--- config.mk ---
export PLATFORM = sky130hd
export DESIGN_NAME = unified_mem_arbiter
export DESIGN_NICKNAME = d
export VERILOG_FILES = /design/src/rtl/unified_mem_arbiter_pkg.sv /design/src/rtl/unified_mem_arbiter_watchdog.sv /design/src/rtl/unified_mem_arbiter.sv
export SDC_FILE = /design/constraint.sdc
export NUM_CORES = 1
export LEC_CHECK = 0
export ABC_CLOCK_PERIOD_IN_PS = 2200
export BUFFER_PORTS_ARGS = -buffer_cell sky130_fd_sc_hd__buf_2
export CAP_MARGIN = 5
export CORE_MARGIN = 8
export CORE_UTILIZATION = 49
export CTS_BUF_LIST = sky130_fd_sc_hd__clkbuf_8
export CTS_CLUSTER_SIZE = 20
export DETAILED_ROUTE_END_ITERATION = 7
export GPL_TIMING_DRIVEN = 0
export PLACE_DENSITY = 0.83
export SETUP_SLACK_MARGIN = 0.5
export SLEW_MARGIN = 30
export SYNTH_ARGS = -nofsm -noshare
export SYNTH_HDL_FRONTEND = slang
export SYNTH_SLANG_ARGS = --single-unit
--- constraint.sdc ---
create_clock -name clk -period 2.2 [get_ports clk]
set_input_delay 0.22 -clock clk [delete_from_list [all_inputs] [get_ports clk]]
set_output_delay 0.22 -clock clk [all_outputs]
set_load 0.01 [all_outputs]
--- src/rtl/unified_mem_arbiter_pkg.sv ---
// Shared types and defaults for the unified memory arbiter.
// Holds the arbiter state encoding, the memory word width and the default tuning parameters.
package unified_mem_arbiter_pkg;

    localparam int WORD_W              = 32;
    localparam int DEF_MAX_DATA_STREAK = 4;
    localparam int DEF_TIMEOUT_CYCLES  = 64;

    typedef enum logic [2:0] {
        IDLE   = 3'd0,
        D_BUSY = 3'd1,
        D_DONE = 3'd2,
        F_BUSY = 3'd3,
        F_DONE = 3'd4
    } arb_state_e;

endpackage

--- src/rtl/unified_mem_arbiter_watchdog.sv ---
// Counts consecutive BUSY cycles of one memory access; expire is high in the last allowed cycle.
// The count restarts whenever the arbiter changes state or leaves the BUSY states.
module arb_watchdog
    import unified_mem_arbiter_pkg::*;
#(
    parameter int TIMEOUT_CYCLES = DEF_TIMEOUT_CYCLES
) (
    input  logic clk,
    input  logic reset,
    input  logic busy,
    input  logic clr,
    output logic expire
);

    localparam int               CNT_W = (TIMEOUT_CYCLES > 1) ? $clog2(TIMEOUT_CYCLES) : 1;
    localparam logic [CNT_W-1:0] LAST  = CNT_W'(TIMEOUT_CYCLES - 1);

    logic [CNT_W-1:0] cnt_q, cnt_d;

    always_comb begin
        cnt_d = cnt_q;
        if (!busy || clr) begin
            cnt_d = '0;
        end else if (cnt_q != LAST) begin
            cnt_d = cnt_q + CNT_W'(1);
        end
    end

    always_ff @(posedge clk) begin
        if (!reset) begin
            cnt_q <= '0;
        end else begin
            cnt_q <= cnt_d;
        end
    end

    assign expire = busy && (cnt_q == LAST);

endmodule

--- src/rtl/unified_mem_arbiter.sv ---
// Arbitrates the single-port unified memory between instruction fetch and the MEM stage.
// MEM wins unless fetch has been starved for MAX_DATA_STREAK grants; any pending access freezes the pipeline.
module unified_mem_arbiter
    import unified_mem_arbiter_pkg::*;
#(
    parameter int MAX_DATA_STREAK = DEF_MAX_DATA_STREAK,
    parameter int TIMEOUT_CYCLES  = DEF_TIMEOUT_CYCLES
) (
    input  logic              clk,
    input  logic              reset,
    input  logic              if_req,
    input  logic [WORD_W-1:0] if_addr,
    output logic [WORD_W-1:0] if_rdata,
    output logic              if_valid,
    input  logic              MemToRegM,
    input  logic              MemWriteM,
    input  logic [WORD_W-1:0] ALUOutM,
    input  logic [WORD_W-1:0] WriteDataM,
    output logic [WORD_W-1:0] ReadDataM,
    output logic              mem_req,
    output logic              mem_we,
    output logic [WORD_W-1:0] mem_addr,
    output logic [WORD_W-1:0] mem_wdata,
    input  logic [WORD_W-1:0] mem_rdata,
    input  logic              mem_ready,
    output logic              StallF,
    output logic              StallD,
    output logic              StallE,
    output logic              StallM,
    output logic              FlushW,
    output logic              err
);

    localparam int                  STREAK_W   = $clog2(MAX_DATA_STREAK + 1);
    localparam logic [STREAK_W-1:0] STREAK_MAX = STREAK_W'(MAX_DATA_STREAK);

    arb_state_e          state_q, state_d;
    logic                mem_req_q, mem_req_d;
    logic                mem_we_q, mem_we_d;
    logic [WORD_W-1:0]   mem_addr_q, mem_addr_d;
    logic [WORD_W-1:0]   mem_wdata_q, mem_wdata_d;
    logic [WORD_W-1:0]   if_rdata_q, if_rdata_d;
    logic                if_valid_q, if_valid_d;
    logic [WORD_W-1:0]   read_data_q, read_data_d;
    logic                err_q, err_d;
    logic [STREAK_W-1:0] streak_q, streak_d;

    logic data_pending;
    logic streak_full;
    logic wd_busy;
    logic wd_clr;
    logic wd_expire;
    logic stall;

    assign data_pending = MemToRegM | MemWriteM;
    assign streak_full  = (streak_q == STREAK_MAX);
    assign wd_busy      = (state_q == D_BUSY) || (state_q == F_BUSY);
    assign wd_clr       = (state_d != state_q);

    arb_watchdog #(
        .TIMEOUT_CYCLES(TIMEOUT_CYCLES)
    ) u_watchdog (
        .clk    (clk),
        .reset  (reset),
        .busy   (wd_busy),
        .clr    (wd_clr),
        .expire (wd_expire)
    );

    always_comb begin
        state_d     = state_q;
        mem_req_d   = mem_req_q;
        mem_we_d    = mem_we_q;
        mem_addr_d  = mem_addr_q;
        mem_wdata_d = mem_wdata_q;
        if_rdata_d  = if_rdata_q;
        if_valid_d  = 1'b0;
        read_data_d = read_data_q;
        err_d       = err_q;
        streak_d    = streak_q;

        case (state_q)
            IDLE: begin
                // Fetch only overrides a pending data access once it has lost MAX_DATA_STREAK times in a row.
                if (data_pending && !(if_req && streak_full)) begin
                    state_d     = D_BUSY;
                    mem_req_d   = 1'b1;
                    mem_we_d    = MemWriteM;
                    mem_addr_d  = ALUOutM;
                    mem_wdata_d = WriteDataM;
                end else if (if_req) begin
                    state_d    = F_BUSY;
                    mem_req_d  = 1'b1;
                    mem_we_d   = 1'b0;
                    mem_addr_d = if_addr;
                end
            end
            D_BUSY: begin
                if (mem_ready) begin
                    state_d   = D_DONE;
                    mem_req_d = 1'b0;
                    if (!mem_we_q) begin
                        read_data_d = mem_rdata;
                    end
                    if (if_req) begin
                        streak_d = streak_full ? streak_q : streak_q + STREAK_W'(1);
                    end else begin
                        streak_d = '0;
                    end
                end else if (wd_expire) begin
                    state_d   = IDLE;
                    mem_req_d = 1'b0;
                    err_d     = 1'b1;
                end
            end
            F_BUSY: begin
                if (mem_ready) begin
                    state_d    = F_DONE;
                    mem_req_d  = 1'b0;
                    if_rdata_d = mem_rdata;
                    if_valid_d = 1'b1;
                    streak_d   = '0;
                end else if (wd_expire) begin
                    state_d   = IDLE;
                    mem_req_d = 1'b0;
                    err_d     = 1'b1;
                end
            end
            D_DONE:  state_d = IDLE;
            F_DONE:  state_d = IDLE;
            default: state_d = IDLE;
        endcase
    end

    always_ff @(posedge clk) begin
        if (!reset) begin
            state_q     <= IDLE;
            mem_req_q   <= 1'b0;
            mem_we_q    <= 1'b0;
            mem_addr_q  <= '0;
            mem_wdata_q <= '0;
            if_rdata_q  <= '0;
            if_valid_q  <= 1'b0;
            read_data_q <= '0;
            err_q       <= 1'b0;
            streak_q    <= '0;
        end else begin
            state_q     <= state_d;
            mem_req_q   <= mem_req_d;
            mem_we_q    <= mem_we_d;
            mem_addr_q  <= mem_addr_d;
            mem_wdata_q <= mem_wdata_d;
            if_rdata_q  <= if_rdata_d;
            if_valid_q  <= if_valid_d;
            read_data_q <= read_data_d;
            err_q       <= err_d;
            streak_q    <= streak_d;
        end
    end

    // D_DONE releases everything for one cycle so the MEM stage can retire its access.
    assign stall = (data_pending && (state_q != D_DONE))
                || (if_req && (state_q != F_DONE) && (state_q != D_DONE));

    assign StallF    = stall;
    assign StallD    = stall;
    assign StallE    = stall;
    assign StallM    = stall;
    assign FlushW    = stall;
    assign mem_req   = mem_req_q;
    assign mem_we    = mem_we_q;
    assign mem_addr  = mem_addr_q;
    assign mem_wdata = mem_wdata_q;
    assign if_rdata  = if_rdata_q;
    assign if_valid  = if_valid_q;
    assign ReadDataM = read_data_q;
    assign err       = err_q;

endmodule

==> run summary <==
compound-gate portion of the synthesized area: 20.4%
clock skew: 0.00984 ns
Synth Cell Area: 5940 µm²
Max-Cap Viols: 0
Req. time, crit path: 1.98 ns
detailed-route DRC error count: 0
via density per instance: 5.48
Final Setup Violations: 0
Port Buffer Count: 269
simple-gate portion of the synthesized area: 18.5%
Net Count, Synth: 848
Post-synth EDFFs: 0
initial DRC count: 556
f_max: 0.477 GHz
final hold violation count: 0
Adder-Cell Fraction of Synth Area: 0.632%
syn_area_per_cell: 8.35 µm²
Seq cells post-synth: 144
post-route ant nets: 0
setup tns final: 0 ns
Num CTS Buffers: 17
DRT Wirelength: 21.0 mm
worst hold path type: in2reg
xor and xnor area share after synthesis: 0.442%
Slew HR: 63.1%
remaining global-route overflow: 0
share of cells above drive strength 1: 35.6%
root buffer cell: clkbuf_8
ys flop type: dfxtp_1
Critical Path End Type: output port
Critical Path AT: 1.88 ns
Pwr Total: 6140 µW
kind of critical path: reg2out
vias in the first global route: 6482
CP Max Fanout: 5
Post-Synthesis Cells: 711
die height: 126 µm
DIE AREA: 15900 µm²
global-route usage over all layers: 25.6%
Post-synth ARST share: 0%
CTS H-tree depth: 4
Worst-Skew Late Latency: 0.44 ns
Worst VDD drop: 503 µV
Area growth syn-to-layout: 41.2%
routed vias: 6528
largest net degree at the start of global routing: 17
count of boundary I/O pins: 271
Detailed Routing Iterations Pass 1: 5
Power Density: 733 nW/µm²
first-pass GRT wire length: 33.0 mm
routed len/inst: 17.7 µm
initial antenna violation count: 1
Final Util: 70.4%
main combinational cell family by area after synthesis: compound AO/OA/AOI/OAI gates
min Tclk post-route: 2.10 ns
Worst-path clk slew: 0.08 ns
CTS tree: yes
HPWL after DPL: 15.3 mm
Worst-Margin Slew: 0.550 ns
mux contribution to synthesized area: 5.39%
Core Rows: 40
Core Footprint: 11900 µm²
Initial Utilization: 49.9%
status: complete, no violations
Slew Limit Fails: 0
leakage: 0.00385 µW
nets: 1167
post-route clock period utilization: 95.4%
CTS max path bufs: 2
GP Congestion: 0.868
clk sinks: 144
synth unique cells: 48
Startpoint Class: register
RSZ-0062 raised after global routing: true
Layout fillers: 975
sequential-to-total area share from yosys stat: 48.5%
Die X: 126 µm
Yosys warnings: 0
worst max-delay path: stages (launching register included):
cell and delay [ns]:
dfxtp_2 0.34, buf_8 0.11, or4b_4 0.48, a21oi_4 0.16, nor2_4 0.08, buf_6 0.15, buf_6 0.11
area by class of cell:
class,count,area [µm²],area share (%)
antenna,1,2.50,0.0299
buffer,74,445,5.31
clock buffer,22,303,3.61
clock inverter,10,47.5,0.567
inverter,6,22.5,0.269
multi-input combinational,487,2730,32.6
sequential,144,2890,34.5
tap,147,184,2.19
timing repair buffer,300,1760,21.0
logic make-up (layout without fill, tap and decap cells):
| logic type | after synthesis | count (layout) |
|---|---|---|
| AOI/OAI and AO/OA | 210 | 210 |
| xor gates and xnor gates | 3 | 3 |
| adders and majority gates | 3 | 3 |
| buffers and inverters | 80 | 412 |
| DFF | 144 | 144 |
| muxes | 32 | 32 |
| other | 0 | 1 |
| and+or+nand+nor | 239 | 239 |
state kept, by name (all words and copies together), names as in the netlist:
signal,cells
ReadDataM,32
if_rdata,32
mem_addr,32
mem_wdata,32
u_watchdog.cnt_q,6
state_q,3
streak_q,3
err,1
if_valid,1
mem_req,1
mem_we,1
power by group:
part | leakage, µW | total (µW) | internal [µW] | switching [µW]
clock | 0.000198 | 1860 | 902 | 957
combinational | 0.00247 | 1390 | 652 | 741
sequential | 0.00118 | 2890 | 2800 | 94.7
cells in the final DEF, fill, tap and decap left out, types with 20 or more instances in the layout:
cell type	instances
clkbuf_2	20
o21ai_0	63
nand3_1	68
clkbuf_8	22
nand2_1	133
mux2i_1	32
a311oi_1	32
dfxtp_1	139
a21oi_1	99
clkbuf_1	35
buf_2	268
path summary, 6_finish.rpt:
| path | startpoint | endpoint | slack [ns] | cells after the start |
|---|---|---|---|---|
| setup reg to reg | state_q[2] | mem_wdata[23] | 0.46 | 7 |
| hold reg to reg | if_rdata[11] | if_rdata[11] | 0.45 | 2 |
| setup / recovery | state_q[1] | StallD | 0.10 | 6 |
| hold / removal | WriteDataM[25] | mem_wdata[25] | 0.02 | 3 |
per-stage QoR:
step	setup WS (ns)	area (µm²)	hold slack, ns	cells
after floorplan	0.566	5980	0.356	711
after global placement	0.376	7510	0.432	1127
after detailed placement	0.293	7510	0.438	1127
after CTS	0.0908	8240	0.000649	1182
after global routing	0.0486	8380	0.00891	1191
final	0.102	8380	0.0206	1191
layer usage:
metal	global-route usage, %	vias to the layer above	wire [µm]
met5	0	-	0
met4	13.4	0	793
met3	7.72	53	1660
met1	29.4	3046	8240
met2	42.3	282	10300
li1	-	3147	-
synth_stat cells, types with 2 or more instances:
library cell	number	area share (%)
xor2_1	2	0.30
nor3b_1	2	0.25
buf_2	5	0.42
o21ai_0	65	5.5
nor2_1	11	0.70
inv_1	6	0.38
or2_2	2	0.21
dfxtp_1	144	49
ha_1	3	0.63
nand2_1	133	8.4
o22ai_1	2	0.21
nand2b_1	3	0.32
buf_4	4	0.51
nand3_1	69	5.8
mux2i_1	32	5.4
buf_8	3	0.76
nand3b_1	3	0.38
clkbuf_1	61	3.9
a311oi_1	32	4.7
a21oi_1	100	8.4
o2111ai_1	2	0.30
repair_timing:
| item | in CTS | in global routing |
|---|---|---|
| gates cloned | 2 | 1 |
| resized for setup | 34 | 38 |
| hold endpoints to repair | 12 | 0 |
| pin swaps | 4 | 2 |
| buffers inserted | 9 | 7 |
| hold buffers | 12 | 0 |
| setup endpoints to repair | 105 | 112 |
(Power assumes the default switching activity.)
